### src/rtl/mvm_uart_rx_loader_if.sv
// Frame hand-off bundle between the UART receive loader (master) and the MVM core (slave).
// Carries the K matrix, the X vector and a valid/ready pair.
interface mvm_uart_rx_loader_if #(
  parameter int R   = 2,
  parameter int C   = 2,
  parameter int W_K = 4,
  parameter int W_X = 4
);
  logic [R*C*W_K-1:0] m_k;
  logic [C*W_X-1:0]   m_x;
  logic               m_valid;
  logic               m_ready;

  modport master (output m_k, output m_x, output m_valid, input  m_ready);
  modport slave  (input  m_k, input  m_x, input  m_valid, output m_ready);
endinterface

### src/rtl/mvm_uart_rx_loader.sv
// 8N1 UART receiver that assembles an R x C matrix K plus a C-element vector X
// and hands each completed frame to the MVM core through a one-deep holding register.
module mvm_uart_rx_loader #(
  parameter int CLOCKS_PER_PULSE = 434,
  parameter int R                = 2,
  parameter int C                = 2,
  parameter int W_K              = 4,
  parameter int W_X              = 4
) (
  input  logic                  clk,
  input  logic                  rst,
  input  logic                  rx,
  mvm_uart_rx_loader_if.master  m,
  output logic                  frame_err,
  output logic                  overflow
);

  localparam int KN = R * C;
  localparam int NB = KN + C;
  localparam int TW = $clog2(CLOCKS_PER_PULSE);
  localparam int CW = $clog2(NB);
  localparam logic [TW-1:0] HALF_LOAD = TW'(CLOCKS_PER_PULSE / 2 - 1);
  localparam logic [TW-1:0] FULL_LOAD = TW'(CLOCKS_PER_PULSE - 1);
  localparam logic [CW-1:0] LAST_BYTE = CW'(NB - 1);

  typedef enum logic [1:0] {IDLE, START, DATA, STOP} state_e;

  state_e              state_q, state_d;
  logic [1:0]          sync_q;
  logic                rxs;
  logic [TW-1:0]       timer_q, timer_d;
  logic [2:0]          bit_idx_q, bit_idx_d;
  logic [7:0]          shift_q, shift_d;
  logic                byte_ok, byte_bad, timer_zero;
  logic [CW-1:0]       byte_cnt_q;
  logic [KN*W_K-1:0]   k_asm_q, k_q;
  logic [C*W_X-1:0]    x_asm_q, x_q;
  logic                frame_done_q, valid_q, frame_err_q, overflow_q;

  // Idle-high line: synchronizer flops come out of reset at 1 so no false start edge is seen.
  always_ff @(posedge clk) begin
    if (rst) sync_q <= 2'b11;
    else     sync_q <= {sync_q[0], rx};
  end
  assign rxs        = sync_q[1];
  assign timer_zero = (timer_q == '0);

  always_ff @(posedge clk) begin
    if (rst) state_q <= IDLE;
    else     state_q <= state_d;
  end

  always_comb begin
    state_d = state_q;
    unique case (state_q)
      IDLE:  if (!rxs) state_d = START;
      START: if (timer_zero) state_d = rxs ? IDLE : DATA;
      DATA:  if (timer_zero && bit_idx_q == 3'd7) state_d = STOP;
      STOP:  if (timer_zero) state_d = IDLE;
      default: state_d = IDLE;
    endcase
  end

  // NOTE: every comb output gets a default first, so no path leaves it unassigned (no latch).
  always_comb begin
    timer_d   = timer_zero ? timer_q : timer_q - TW'(1);
    bit_idx_d = bit_idx_q;
    shift_d   = shift_q;
    byte_ok   = 1'b0;
    byte_bad  = 1'b0;
    unique case (state_q)
      IDLE: begin
        timer_d   = HALF_LOAD;
        bit_idx_d = 3'd0;
      end
      START: if (timer_zero) timer_d = FULL_LOAD;
      DATA: if (timer_zero) begin
        shift_d   = {rxs, shift_q[7:1]};
        bit_idx_d = bit_idx_q + 3'd1;
        timer_d   = FULL_LOAD;
      end
      STOP: if (timer_zero) begin
        byte_ok  = rxs;
        byte_bad = !rxs;
      end
      default: ;
    endcase
  end

  // NOTE: all clocked state uses non-blocking assignments so every register sees pre-edge values.
  always_ff @(posedge clk) begin
    if (rst) begin
      timer_q   <= '0;
      bit_idx_q <= '0;
      shift_q   <= '0;
    end else begin
      timer_q   <= timer_d;
      bit_idx_q <= bit_idx_d;
      shift_q   <= shift_d;
    end
  end

  always_ff @(posedge clk) begin
    if (rst) begin
      byte_cnt_q   <= '0;
      k_asm_q      <= '0;
      x_asm_q      <= '0;
      frame_done_q <= 1'b0;
      frame_err_q  <= 1'b0;
    end else begin
      frame_err_q  <= byte_bad;
      frame_done_q <= byte_ok && (byte_cnt_q == LAST_BYTE);
      if (byte_ok) byte_cnt_q <= (byte_cnt_q == LAST_BYTE) ? '0 : byte_cnt_q + CW'(1);
      for (int i = 0; i < KN; i++)
        if (byte_ok && byte_cnt_q == CW'(i)) k_asm_q[i*W_K +: W_K] <= shift_q[W_K-1:0];
      for (int j = 0; j < C; j++)
        if (byte_ok && byte_cnt_q == CW'(KN + j)) x_asm_q[j*W_X +: W_X] <= shift_q[W_X-1:0];
    end
  end

  // A frame completing while the core drains the old one on the same edge reloads without overflow.
  always_ff @(posedge clk) begin
    if (rst) begin
      k_q        <= '0;
      x_q        <= '0;
      valid_q    <= 1'b0;
      overflow_q <= 1'b0;
    end else begin
      overflow_q <= 1'b0;
      if (frame_done_q && (!valid_q || m.m_ready)) begin
        k_q     <= k_asm_q;
        x_q     <= x_asm_q;
        valid_q <= 1'b1;
      end else begin
        if (frame_done_q)           overflow_q <= 1'b1;
        if (valid_q && m.m_ready)   valid_q    <= 1'b0;
      end
    end
  end

  assign m.m_k     = k_q;
  assign m.m_x     = x_q;
  assign m.m_valid = valid_q;
  assign frame_err = frame_err_q;
  assign overflow  = overflow_q;

endmodule

### src/flat_wrapper.sv
// flat-port wrapper written by rule: the top's interface ports become plain ports
module mvm_uart_rx_loader_flat 
#(
  parameter int CLOCKS_PER_PULSE = 434,
  parameter int R                = 2,
  parameter int C                = 2,
  parameter int W_K              = 4,
  parameter int W_X              = 4
)
  (clk, rst, rx, frame_err, overflow, m_m_k, m_m_x, m_m_valid, m_m_ready);
  mvm_uart_rx_loader_if #(.R(R), .C(C), .W_K(W_K), .W_X(W_X)) m_i ();
  input  logic clk;
  input  logic rst;
  input  logic rx;
  output logic frame_err;
  output logic overflow;
  output wire logic [$bits(m_i.m_k)-1:0] m_m_k;
  output wire logic [$bits(m_i.m_x)-1:0] m_m_x;
  output wire logic [$bits(m_i.m_valid)-1:0] m_m_valid;
  input wire logic [$bits(m_i.m_ready)-1:0] m_m_ready;
  assign m_m_k = m_i.m_k;
  assign m_m_x = m_i.m_x;
  assign m_m_valid = m_i.m_valid;
  assign m_i.m_ready = m_m_ready;
  mvm_uart_rx_loader #(.CLOCKS_PER_PULSE(CLOCKS_PER_PULSE), .R(R), .C(C), .W_K(W_K), .W_X(W_X)) u_core (.clk(clk), .rst(rst), .rx(rx), .m(m_i), .frame_err(frame_err), .overflow(overflow));
endmodule
### config.mk
export PLATFORM = sky130hd
export DESIGN_NAME = mvm_uart_rx_loader_flat
export DESIGN_NICKNAME = d
export VERILOG_FILES = /design/src/rtl/mvm_uart_rx_loader_if.sv /design/src/rtl/mvm_uart_rx_loader.sv /design/src/flat_wrapper.sv
export SDC_FILE = /design/constraint.sdc
export NUM_CORES = 1
export LEC_CHECK = 0
export BUFFER_PORTS_ARGS = -buffer_cell sky130_fd_sc_hd__buf_2
export CORE_ASPECT_RATIO = 0.75
export CORE_MARGIN = 5
export CORE_UTILIZATION = 50
export CTS_CLUSTER_DIAMETER = 60
export CTS_CLUSTER_SIZE = 8
export DETAILED_ROUTE_END_ITERATION = 7
export PLACE_DENSITY = 0.69
export SYNTH_ARGS = -nofsm -noshare
export SYNTH_HDL_FRONTEND = slang
export SYNTH_SLANG_ARGS = --single-unit
### constraint.sdc
create_clock -name clk -period 2.2 [get_ports clk]
set_clock_uncertainty 0.2 [all_clocks]
set_input_delay 0.22 -clock clk [delete_from_list [all_inputs] [get_ports clk]]
set_output_delay 0.22 -clock clk [all_outputs]
set_load 0.02 [all_outputs]
==> key figures <==
Detailed routing
  • Drt via density: 5.27
  • DR iter-0 viols: 176
  • Antenna-violating nets left: 0
  • Final Routed Wirelength: 6450 um
  • Remaining DRCs: 0
  • WL/cell: 13.8 um
  • Drt first pass iters: 4
  • Routed vias: 2471

Worst setup path
  • Crit start category: register
  • WS Path Type: reg -> reg
  • CP required: 2.27 ns
  • FF-to-FF Start: u_core.state_q[0]$_SDFFE_PP0P_
  • CP Capture Type: register
  • CP Launch Point: u_core.state_q[0]$_SDFFE_PP0P_
  • CP arrival: 2.17 ns
  • CP Max Fanout: 9

Logic synthesis
  • Most frequently used flop master after synthesis: dfxtp_1
  • Post-synth top area cell: dfxtp_1
  • Async set or reset register ratio after synthesis: 0
  • Top post-synthesis cells by area: dfxtp_1, mux2i_1, nand2_1
  • Syn nets: 365
  • Post-synth EDFFs: 0
  • Sequential area share after synthesis: 0.489
  • Post-synth top area share: 0.489
  • Mapped Area: 3230 um2
  • Distinct cells, synth: 43
  • Synth Instances: 351
  • Seq cells post-synth: 79
  • Synth Area per Inst: 9.21 um2
  • Syn. warnings: 0

Finish
  • Ant. Diodes: 0
  • Final net count: 398
  • Storage cell area: 1580 um2
  • Share of cells above drive strength 1: 0.175
  • Area Overhead vs Synth: 15.2%
  • Fill cells: 543
  • Multi-input logic area: 1540 um2

Pwr
  • Switching power: 783 uW
  • Flop pwr share: 0.495
  • Combinational power share: 0.122
  • Peak supply drop: 484 uV
  • Switching share of power: 0.254
  • LEAKAGE: 1.66 nW
  • Internal power: 2.30 mW
  • Tot Pwr: 3.08 mW
  • Pwr dens: 826 nW/um2
  • Clock share of power: 0.383

Job
  • Max Cap Violations: 0

Floorplanning
  • Starting Density: 0.514
  • Die area: 8190 um2
  • Height of the die: 79.7 um
  • IO Count: 31
  • Die X: 103 um
  • Std-Cell Rows: 25
  • Core area: 6290 um2

Place
  • Port buffer count: 30
  • Dpl hpwl: 4420 um
  • Final RePlAce weighted congestion: 0.762

Timing
  • Max frequency: 477 MHz
  • Hold Vio Cnt, Final: 0
  • Rel. slew slack: 0.399
  • Minimum clock period: 2.10 ns
  • Setup total negative slack: 0 ns
  • Final Max Tran Viols: 0
  • RSZ-0062 raised after global routing: no
  • Tightest Pin Transition: 0.901 ns
  • Final Cycle Share: 0.952
  • Final Setup Violations: 0

Clock tree
  • Clk slew on worst S/H paths: 0.08 ns
  • Max Buffers Root-to-Sink: 2
  • Num Clock Sinks: 79
  • CTS H-tree lvls: 3
  • Clk_lat worst skew: 0.34 ns
  • CTS tree: built
  • CTS root buffer: clkbuf_8
  • CTS buffer count: 9

GRT
  • Pin count of the biggest net entering global routing: 30
  • Vias in the first global route: 2370
  • Total grt overflow: 0
  • First-pass GRT wire length: 11100 um
  • Initial antenna violation count: 0
  • All-Layer GR Usage: 0.172

Hold path
  • Hold Path Class: in -> reg
  • Hold Crit Start: rst

Run status
  • Status: finished, final reports clean
## per-layer routing
metal | part of all wire | GRT usage
met3 | 0.053 | 0.0533
met1 | 0.49 | 0.237
met5 | 0 | 0
met2 | 0.45 | 0.262
met4 | 0.0043 | 0.0453
## flip-flops by register name (all words and copies together), names as in the netlist, named ones only
register,cells
u_core.state_q,1
u_core.frame_done_q,1
u_core.m.m_valid,1
u_core.shift_q,8
u_core.m.m_k,16
u_core.k_asm_q,16
u_core.byte_cnt_q,3
u_core.m.m_x,8
u_core.frame_err,1
u_core.timer_q,9
u_core.bit_idx_q,3
u_core.x_asm_q,8
u_core.sync_q,2
u_core.overflow,1
## logic make-up after synthesis
group                      Yosys count  synth area share
adders and majority gates           10            0.0387
DFF                                 79             0.489
muxes                               33             0.102
xor gates and xnor gates             1           0.00271
and+or+nand+nor                    142             0.222
buffers and inverters               30            0.0368
AOI/OAI and AO/OA                   56             0.109
## timing repair
item                                    CTS  global route
gates resized for setup                   0             1
hold buffers                              2             0
endpoints found under the hold margin     2             0
buffers inserted                          0             3
endpoints found under the setup margin    0            13
## placed cells by master (no fill, tap or decap), types with 10 or more instances in the layout
cell / netlist / final
a21oi_1: 34 / 34
nand2_1: 54 / 54
mux2i_1: 33 / 33
ha_1: 10 / 10
inv_1: 10 / 10
dfxtp_1: 79 / 79
buf_2: 2 / 30
clkbuf_8: 0 / 10
buf_4: 1 / 10
nor2_1: 41 / 41
## worst max-delay path: stages (launching register included)
cell and delay [ns]:
dfxtp_1 0.48, ha_1 0.28, and3b_1 0.38, nand3_1 0.21, or3_1 0.35, a21oi_1 0.14
## power groups by stage
| stage | sequential, mW | clock [mW] | combinational [mW] |
|---|---|---|---|
| after global placement | 1.55 | 0 | 0.357 |
| after floorplan | 1.54 | 0 | 0.283 |
| after global routing | 1.53 | 1.28 | 0.424 |
| after detailed placement | 1.55 | 0 | 0.364 |
| final | 1.52 | 1.18 | 0.376 |
| after CTS | 1.52 | 1.20 | 0.369 |
## synth_stat cells (all sizes together), types with 4 or more instances
cell type and number:
dfxtp 79, nand2 54, nor2 41, a21oi 35, mux2i 33, clkbuf 17, ha 10, inv 10
nand4 8, nand2b 6, nor3 6, o21ai 6, a211oi 5, nor3b 4
## through the flow
stage	area (um2)	std cells	utilization	hold slack (ns)	setup slack, ns
CTS	3700	466	0.588	0.0658	0.115
detailed placement	3460	449	0.550	0.202	0.122
global route	3730	469	0.593	0.0790	0.00696
floorplan	3230	351	-	0.124	0.341
finish	3730	469	0.593	0.0746	0.105
global placement	3460	449	0.550	0.193	0.185
## cell type report
type                    count  share of cell area
repair buffers             42              0.0658
well taps                  81              0.0272
clock buffers              10              0.0369
inverters                  10              0.0101
multi-input cells         242               0.414
clock inverters             5              0.0218
flip-flops and latches     79               0.424
## final timing paths
check                                                          to  slack (ns)  cells after the start
worst max-delay path            u_core.byte_cnt_q[2]$_SDFFE_PP0P_        0.10                      5
worst min-delay path                 u_core.timer_q[0]$_SDFF_PP0_        0.07                      2
worst max register to register  u_core.byte_cnt_q[2]$_SDFFE_PP0P_        0.10                      5
worst min register to register        u_core.sync_q[1]$_SDFF_PP1_        0.22                      1
(Power assumes the default switching activity.)
